<file path="config.mk">
export PLATFORM = sky130hd
export DESIGN_NAME = sram1024x18_port_ctrl
export DESIGN_NICKNAME = d
export VERILOG_FILES = /design/src/rtl/sram1024x18_port_ctrl.sv
export SDC_FILE = /design/constraint.sdc
export NUM_CORES = 1
export LEC_CHECK = 0
export CAP_MARGIN = 10
export CORE_MARGIN = 2
export CORE_UTILIZATION = 40
export CTS_CLUSTER_SIZE = 28
export DETAILED_ROUTE_END_ITERATION = 6
export PLACE_DENSITY_LB_ADDON = 0.3
export SLEW_MARGIN = 20
export SYNTH_ARGS = -nofsm -noshare
export SYNTH_HDL_FRONTEND = slang
export SYNTH_SLANG_ARGS = --single-unit
</file>
<file path="constraint.sdc">
create_clock -name i_clk -period 3.1 [get_ports i_clk]
set_input_delay 0.465 -clock i_clk [delete_from_list [all_inputs] [get_ports i_clk]]
set_output_delay 0.465 -clock i_clk [all_outputs]
set_load 0.005 [all_outputs]
</file>
<file path="src/rtl/sram1024x18_port_ctrl.sv">
// ---------------------------------------------------------------------------
// sram1024x18_port_ctrl
// Initiator side of one sram1024x18 port. Turns a valid/ready request stream
// into active-low SRAM strobes and returns read data on a valid/ready
// response stream. A credit-checked response FIFO absorbs the one-cycle SRAM
// read latency and downstream backpressure. One instance per SRAM port.
//
// Optional feature macro: WRITE_ACK_EN
//   defined   : every write returns a response (o_rsp_wr=1, o_rsp_rdata =
//               word contents before the write), ordered with reads.
//   undefined : writes are fire-and-forget, o_rsp_wr tied 0.
//
// Handshake: a beat transfers on an edge where valid & ready are both 1.
// Requests fire on i_req_valid & o_req_ready; responses pop on
// o_rsp_valid & i_rsp_ready. o_req_ready never depends on i_req_valid or
// i_rsp_ready, and response outputs hold while o_rsp_valid & ~i_rsp_ready.
//
// Ports
//   i_clk, i_rst            clock (also the SRAM port clock), sync active-high reset
//   i_req_valid/o_req_ready request handshake
//   i_req_we                1 = write, 0 = read
//   i_req_addr              word address
//   i_req_be                active-high per-bit write enable
//   i_req_wdata             write data
//   o_rsp_valid/i_rsp_ready response handshake
//   o_rsp_rdata             read data (0 when no response present)
//   o_rsp_wr                response is a write ack
//   o_sram_cen/o_sram_wen   active-low chip / write enable
//   o_sram_addr             SRAM address
//   o_sram_wmsk             active-low bit mask
//   o_sram_wdata            SRAM write data
//   i_sram_rdata            SRAM registered read data
// ---------------------------------------------------------------------------
module sram1024x18_port_ctrl #(
   parameter int ADDR_W    = 10,
   parameter int DATA_W    = 18,
   parameter int RSP_DEPTH = 3
) (
   input  logic              i_clk,
   input  logic              i_rst,
   input  logic              i_req_valid,
   output logic              o_req_ready,
   input  logic              i_req_we,
   input  logic [ADDR_W-1:0] i_req_addr,
   input  logic [DATA_W-1:0] i_req_be,
   input  logic [DATA_W-1:0] i_req_wdata,
   output logic              o_rsp_valid,
   input  logic              i_rsp_ready,
   output logic [DATA_W-1:0] o_rsp_rdata,
   output logic              o_rsp_wr,
   output logic              o_sram_cen,
   output logic              o_sram_wen,
   output logic [ADDR_W-1:0] o_sram_addr,
   output logic [DATA_W-1:0] o_sram_wmsk,
   output logic [DATA_W-1:0] o_sram_wdata,
   input  logic [DATA_W-1:0] i_sram_rdata
);

   localparam int PTR_W = (RSP_DEPTH > 1) ? $clog2(RSP_DEPTH) : 1;
   localparam int CNT_W = $clog2(RSP_DEPTH + 1);
   localparam logic [CNT_W:0]   L_DEPTH = (CNT_W + 1)'(RSP_DEPTH);
   localparam logic [PTR_W-1:0] L_LAST  = PTR_W'(RSP_DEPTH - 1);

   logic              r_inflight;
   logic [CNT_W-1:0]  r_count;
   logic [PTR_W-1:0]  r_wr_ptr;
   logic [PTR_W-1:0]  r_rd_ptr;
   logic [DATA_W-1:0] r_mem [RSP_DEPTH];

   logic              w_fire;
   logic              w_wr_fire;
   logic              w_rsp_fire;
   logic              w_push;
   logic              w_pop;
   logic [CNT_W:0]    w_used;

   function automatic logic [PTR_W-1:0] ptr_next(input logic [PTR_W-1:0] p);
      return (p == L_LAST) ? '0 : p + 1'b1;
   endfunction

   // Credit: queued entries plus the one possibly in flight must leave room.
   // Only registered state is used, so a same-cycle pop never frees a credit.
   assign w_used      = {1'b0, r_count} + {{CNT_W{1'b0}}, r_inflight};
   assign o_req_ready = ~i_rst & (w_used < L_DEPTH);

   assign w_fire    = i_req_valid & o_req_ready;
   assign w_wr_fire = w_fire & i_req_we;

`ifdef WRITE_ACK_EN
   assign w_rsp_fire = w_fire;
`else
   assign w_rsp_fire = w_fire & ~i_req_we;
`endif

   assign o_sram_cen   = ~w_fire;
   assign o_sram_wen   = ~w_wr_fire;
   assign o_sram_addr  = i_req_addr;
   assign o_sram_wdata = i_req_wdata;
   assign o_sram_wmsk  = w_wr_fire ? ~i_req_be : {DATA_W{1'b1}};

   // The SRAM data for a fire is valid exactly while r_inflight is set.
   assign w_push      = r_inflight;
   assign o_rsp_valid = (r_count != '0);
   assign w_pop       = o_rsp_valid & i_rsp_ready;
   assign o_rsp_rdata = o_rsp_valid ? r_mem[r_rd_ptr] : '0;

   always_ff @(posedge i_clk) begin
      if (i_rst) begin
         r_inflight <= 1'b0;
         r_count    <= '0;
         r_wr_ptr   <= '0;
         r_rd_ptr   <= '0;
      end else begin
         r_inflight <= w_rsp_fire;
         if (w_push) r_wr_ptr <= ptr_next(r_wr_ptr);
         if (w_pop)  r_rd_ptr <= ptr_next(r_rd_ptr);
         case ({w_push, w_pop})
            2'b10:   r_count <= r_count + 1'b1;
            2'b01:   r_count <= r_count - 1'b1;
            default: r_count <= r_count;
         endcase
      end
   end

   // Payload storage needs no reset: the output is masked while empty.
   always_ff @(posedge i_clk) begin
      if (w_push) r_mem[r_wr_ptr] <= i_sram_rdata;
   end

`ifdef WRITE_ACK_EN
   logic r_tag;
   logic r_tag_mem [RSP_DEPTH];

   always_ff @(posedge i_clk) begin
      if (i_rst) r_tag <= 1'b0;
      else       r_tag <= i_req_we;
   end

   always_ff @(posedge i_clk) begin
      if (w_push) r_tag_mem[r_wr_ptr] <= r_tag;
   end

   assign o_rsp_wr = o_rsp_valid & r_tag_mem[r_rd_ptr];
`else
   assign o_rsp_wr = 1'b0;
`endif

endmodule

</file>
# Yosys cells after proc, flatten, opt, wreduce, memory -nomap -nowiden

Memories as Yosys holds them, arrays and structs flattened. A register that Yosys moved wholly into a read port is not among the register bits.
Cells that the tools add are included.

Add/sub/neg operators: 5
Order comparisons: 1
Equal/unequal tests: 4
Muxes and demuxes: 9
Bitwise logic cells: 10
Reductions and logical operators: 2

Operators with widths:

| cell                                                        | count |
|---|---|
| 2-to-1 mux 18 bit                                           | 2 |
| inverter 18 bit                                             | 1 |
| 2-to-1 mux 2 bit                                            | 4 |
| adder 2 x 1 -> 2 bit (second input constant)                | 3 |
| equality test 2 bit (second input constant)                 | 3 |
| AND 1 bit                                                   | 5 |
| inverter 1 bit                                              | 4 |
| case mux 2 bit (2 select lines)                             | 1 |
| nonzero test 2 bit                                          | 2 |
| adder 2 x 1 -> 3 bit                                        | 1 |
| less-than comparator 3 x 2 -> 1 bit (second input constant) | 1 |
| equality test 2 x 1 -> 1 bit (second input constant)        | 1 |
| 2-to-1 mux 1 bit                                            | 2 |
| subtractor 2 x 1 -> 2 bit (second input constant)           | 1 |

Register bits after elaboration: 7
RAM bits: 54
Bits of input ports: 69
Word-level logic and storage cells: 36
Memories kept: 1

Memory list:

| memory | depth | width | read ports | clocked after Yosys merged registers in | wr ports | line | RTL |
|---|---|---|---|---|---|---|---|
| r_mem  | 3     | 18    | 1          | 1                                       | 1        | 68   | `logic [DATA_W-1:0] r_mem [RSP_DEPTH];` |

# Depth between registers and ports, before layout

Word-level depth: 6
Mapped depth: 7

# Worst setup path before layout

Ideal clock, no wire load.

Path kind: register to register
From: reg r_inflight
To: mem r_mem[0][0], enable pin
Setup time: 0.418 ns
Arrival: 1.789 ns
Data required time: 2.682 ns
Path slack: 0.893 ns
Cell stages (with the launch flop): 3
Buffers on the path: 0
Period minus slack after synthesis: 2.207 ns
Cells stage by stage: dfxtp_1 > inv_1 > nor3_1

Longest elaborated chain between the ends: 2

Ends and longest elaborated chain:

| item                                   | line | RTL |
|---|---|---|
| start, declared                        | 64   | `logic r_inflight;` |
| start signal, assigned                 | 114  | `r_inflight <= w_rsp_fire;` |
| 2-to-1 mux 1 bit                       | 127  | `if (w_push) r_mem[r_wr_ptr] <= i_sram_rdata;` |
| 2-to-1 mux 1 bit (implied by the code) | 127  |  |
| end, declared                          | 68   |  |

No other way between the ends.

# Final worst setup path

From: reg r_count[0]
To: out o_sram_wmsk[14]

Longest elaborated chain between the ends: 6

Ends and longest elaborated chain:

| item                                | line | RTL |
|---|---|---|
| start, declared                     | 65   | `logic [CNT_W-1:0] r_count;` |
| start signal, assigned              | 118  | `2'b10: r_count <= r_count + 1'b1;` |
| start signal, assigned              | 119  | `2'b01: r_count <= r_count - 1'b1;` |
| start signal, assigned              | 120  | `default: r_count <= r_count;` |
| adder 2 x 1 -> 3 bit                | 83   | `assign w_used = {1'b0, r_count} + {{CNT_W{1'b0}}, r_inflight};` |
| less-than comparator 3 x 2 -> 1 bit | 84   | `assign o_req_ready = ~i_rst & (w_used < L_DEPTH);` |
| AND 1 bit                           | 84   |  |
| AND 1 bit                           | 86   | `assign w_fire = i_req_valid & o_req_ready;` |
| AND 1 bit                           | 87   | `assign w_wr_fire = w_fire & i_req_we;` |
| 2-to-1 mux 18 bit                   | 99   | `assign o_sram_wmsk = w_wr_fire ? ~i_req_be : {DATA_W{1'b1}};` |
| end, declared                       | 54   | `output logic [DATA_W-1:0] o_sram_wmsk,` |

No other way between the ends.

==> summary by stage <==
Outcome
The run finished with clean final reports.

Route
The number of DRC markers after the initial detailed-route iteration is 51. After detailed routing, the number of remaining DRC violations is 0. After detailed routing, the number of vias per cell comes to roughly 4.5. The number of iterations in the first detailed-routing pass is 4. Summing over every cut layer, the via total after detailed routing is around 1.7k. The routed design has ~4900 um of wire. The routed wirelength normalized by instance count is 13.26 um. The detail route stage leaves a number of antenna-violating nets equal to 0.

Timing
The count of final max-slew check failures was 0. Setup violations remaining at the end of the flow were counted as 0. The portion of the clock cycle consumed by the worst path in the final layout is 92.11%.

Setup repair after global routing left no endpoint under its margin. The normalized max-slew margin is 38.59%. At the pin with the least slew margin, the transition time is approximately 0.9 ns. The final critical delay including setup and external delays is around 2.9 ns.

The final hold violation count is 0. In the final timing run, aggregate negative setup slack is 0 ns. The final clock skew is 0.005205 ns.

Derived from the worst setup path, the maximum achievable clock frequency is 350.2 MHz.

Finish
Compared with the post-synthesis result, the final layout area differs by 32.11%. The total inserted antenna cells is 0. The fraction of layout instances using a drive strength above 1 is approximately 16%. The post-layout utilization of the core is between 50% and 60%. The net count reported at finish is roughly 340.

Counting the fill cells in the layout gives 570.

Clocking
The maximum root-to-sink buffer count is 2. The H-tree generated during clock tree synthesis spans 3 levels. For this design, the sink count on the clock tree is between 60 and 70. The number of buffers inserted during clock tree synthesis is 9. The clock-pin slew on the worst setup and hold paths is approximately 0.06 ns.

In this run, post-CTS repair resized a total of 0 instances. The clock tree root buffer cell is sky130_fd_sc_hd__clkbuf_8. After clock tree synthesis, the setup repair step added 0 buffers.

The number of hold buffers added after CTS was 0. TritonCTS built the clock tree. Clock latency on the worst-skew pair, taken at its later pin, is between 0.3 and 0.4 ns.

Synthesis
Among all flip-flop cells after synthesis, the most frequent one is sky130_fd_sc_hd__edfxtp_1. The flip-flop and latch count after synthesis is 63. Sorting the synthesized cells by how often they occur yields sky130_fd_sc_hd__edfxtp_1, sky130_fd_sc_hd__buf_4, sky130_fd_sc_hd__nor2_1. The sequential area share after synthesis is 64.23%. The post-synthesis instance area is between 2000 and 3000 um2.

The cell count after synthesis came out at about 210. The count of flip-flops with a built-in enable after synthesis is 54. Ranked by total cell area, the synthesized netlist is headed by sky130_fd_sc_hd__edfxtp_1, sky130_fd_sc_hd__buf_4, sky130_fd_sc_hd__mux2_2. The synthesized design spends more area on one cell type than any other, namely sky130_fd_sc_hd__edfxtp_1. A synthesized cell averages 13.68 um2. The most frequently used cell type in the post-synthesis netlist is sky130_fd_sc_hd__edfxtp_1.

The number of distinct standard cells referenced by the synthesized netlist is 26. The post-synthesis async set-or-reset flop share is 0%. For this run, the number of Yosys warnings is 0.

When the netlist entered floorplanning its net count stood at around 280. The proportion of netlist area held by the largest area contributor is between 50 and 60%.

Worst setup path
The classification of the worst setup path is flop to primary output. The kind of cell adding the most delay to the critical path is buffers and inverters. Counting both buffers and inverters, the worst setup path holds a total of 2.

The end of the worst register-to-register path is r_count[1]. On the critical path, the stage with the largest delay is an instance of sky130_fd_sc_hd__dfxtp_1. The worst register-to-register path has a setup slack of 1.49 ns.

The maximum fanout along the worst path is 19. Walking the worst path, the cells encountered are ha_1 -> ha_1 -> a211oi_2 -> and3_1 -> buf_4 -> nand2_1 -> clkdlybuf4s50_1. The kind of start point of the critical path is a flop. The type of element capturing the critical path is a primary output. On the worst path, the slowest cell contributes a delay of about 0.45 ns. The most prevalent standard cell on the critical path is sky130_fd_sc_hd__ha_1. The endpoint arrival time on the critical path is between 2 and 2.5 ns. The depth of the worst register-to-register path is 5.

In this run the number of cells on the critical path is 7. The startpoint of the lowest-slack register-to-register path is r_count[0]. The required arrival time at the worst endpoint is roughly 2.6 ns.

Floorplan
The die is roughly 90 um tall. The I/O pin total is approximately 140. The core area is approximately 6800 um2.

The die is between 80 and 90 um wide. For this configuration, the core starts out at a cell density of ~41%. The floorplan has 30 rows. The die covers just under 8000 um2.

GRT
The global-route wire length before repair is ~7500 um. The number of antenna violations at the first check in global routing is 0. The overflow left after global routing is 0. Global routing consumed, over all layers together, approximately 13% of the routing resources. The number of global-route vias before repair is between 1.5k and 2k. The maximum number of pins on one net before global-route repair is 20.

Power and ir drop
The worst voltage drop across the vdd grid is 224.7 uV. For this design the static power due to leakage is 1.255 nW. The power per unit of standard cell area is between 500 and 600 nW/um2.

Run
The tool flagged a number of max-cap violations equal to 0.

Hold path
The worst min-delay path class is flop to flop. Counting instances, the worst hold path has a depth of 2. The worst min-delay path startpoint is r_rd_ptr[0].

Placed design
The post-detailed-placement half-perimeter wirelength is ~3400 um. Routability-driven placement finished with a final weighted congestion of ~0.7. The count of buffers added on input and output ports is 80.
## cells in the final DEF (no fill, tap or decap), drive strengths merged
master	synthesis	final
a21oi	3	3
clkinvlp	0	2
ha	3	3
o21ba	1	1
and3b	1	1
o21ai	2	2
nor2b	2	2
a211oi	1	1
bufinv	0	1
xor2	1	1
nand2	21	21
nor2	24	24
mux2	18	18
mux2i	19	19
conb	1	1
inv	4	4
buf	35	6
xnor2	1	1
clkbuf	1	9
or3	2	2
clkdlybuf4s50	0	80
nor3	1	1
clkinv	0	4
edfxtp	54	54
dfxtp	9	9
and3	1	1
## report_power, final
group / total [mW] / switching [mW] / internal (mW)
Combinational: 0.349 / 0.136 / 0.213
Sequential: 0.956 / 0.0151 / 0.941
Clock: 0.651 / 0.288 / 0.363
Total: 1.96 / 0.440 / 1.52
## cells by family (layout without fill, tap and decap cells)
group	Yosys count	after routing	synth area share (%)
multiplexers	37	37	14.01
AO/OA/AOI/OAI	7	7	1.694
AND/OR/NAND/NOR	52	52	7.716
adder cells (fa/ha/maj)	3	3	1.338
XOR/XNOR	2	2	0.6246
flip-flops	63	63	64.23
other	1	1	0.1337
buffers and inverters	40	106	10.26
## layout make-up
| cell class | instances | area (um2) | area share, % |
|---|---|---|---|
| well taps | 96 | 120.1 | 3.241 |
| multi-input cells | 102 | 723.2 | 19.51 |
| repair buffers | 86 | 858.3 | 23.16 |
| flip-flops and latches | 63 | 1802 | 48.62 |
| clock inverters | 7 | 63.81 | 1.722 |
| clock buffers | 9 | 123.9 | 3.342 |
| inverters | 4 | 15.01 | 0.4051 |
## routing by layer
metal  part of all wire, %  track usage (%)
met5                     0                0
met2                    50            22.04
met3                    10            7.069
met1                    38            13.93
met4                   1.8            7.413
## sequential cells by signal, summed over array words and instances (netlist names), named ones only
register,cells
r_count,2
r_inflight,1
r_mem,54
r_wr_ptr,2
r_rd_ptr,2
## through the flow
step / setup slack, ns / instance area (um2) / hold WS (ns) / instances / total power, mW
floorplan: 0.8926 / 2805 / 0.4470 / 205 / 1.161
global placement: 0.4788 / 3518 / 0.4828 / 351 / 1.327
detailed placement: 0.4399 / 3518 / 0.4835 / 351 / 1.330
CTS: 0.2081 / 3706 / 0.4958 / 367 / 1.986
global route: 0.04250 / 3706 / 0.5264 / 367 / 2.052
finish: 0.2446 / 3706 / 0.4963 / 367 / 1.957
## worst min-delay path, cell delays in order (launching register included)
cell                      delay, ns
sky130_fd_sc_hd__dfxtp_1       0.32
sky130_fd_sc_hd__nand2_1       0.05
sky130_fd_sc_hd__a21oi_1       0.07
## worst max-delay path by stage
stage	start	endpoint	slack [ns]
floorplan	r_inflight	r_mem[0][0]	0.89
global placement	i_rst	o_sram_wmsk[14]	0.48
detailed placement	i_rst	o_sram_wmsk[12]	0.44
CTS	r_count[0]	o_sram_wmsk[14]	0.21
global route	r_count[0]	o_sram_wmsk[14]	0.04
finish	r_count[0]	o_sram_wmsk[14]	0.24
Power figures use the tool's default switching activity.
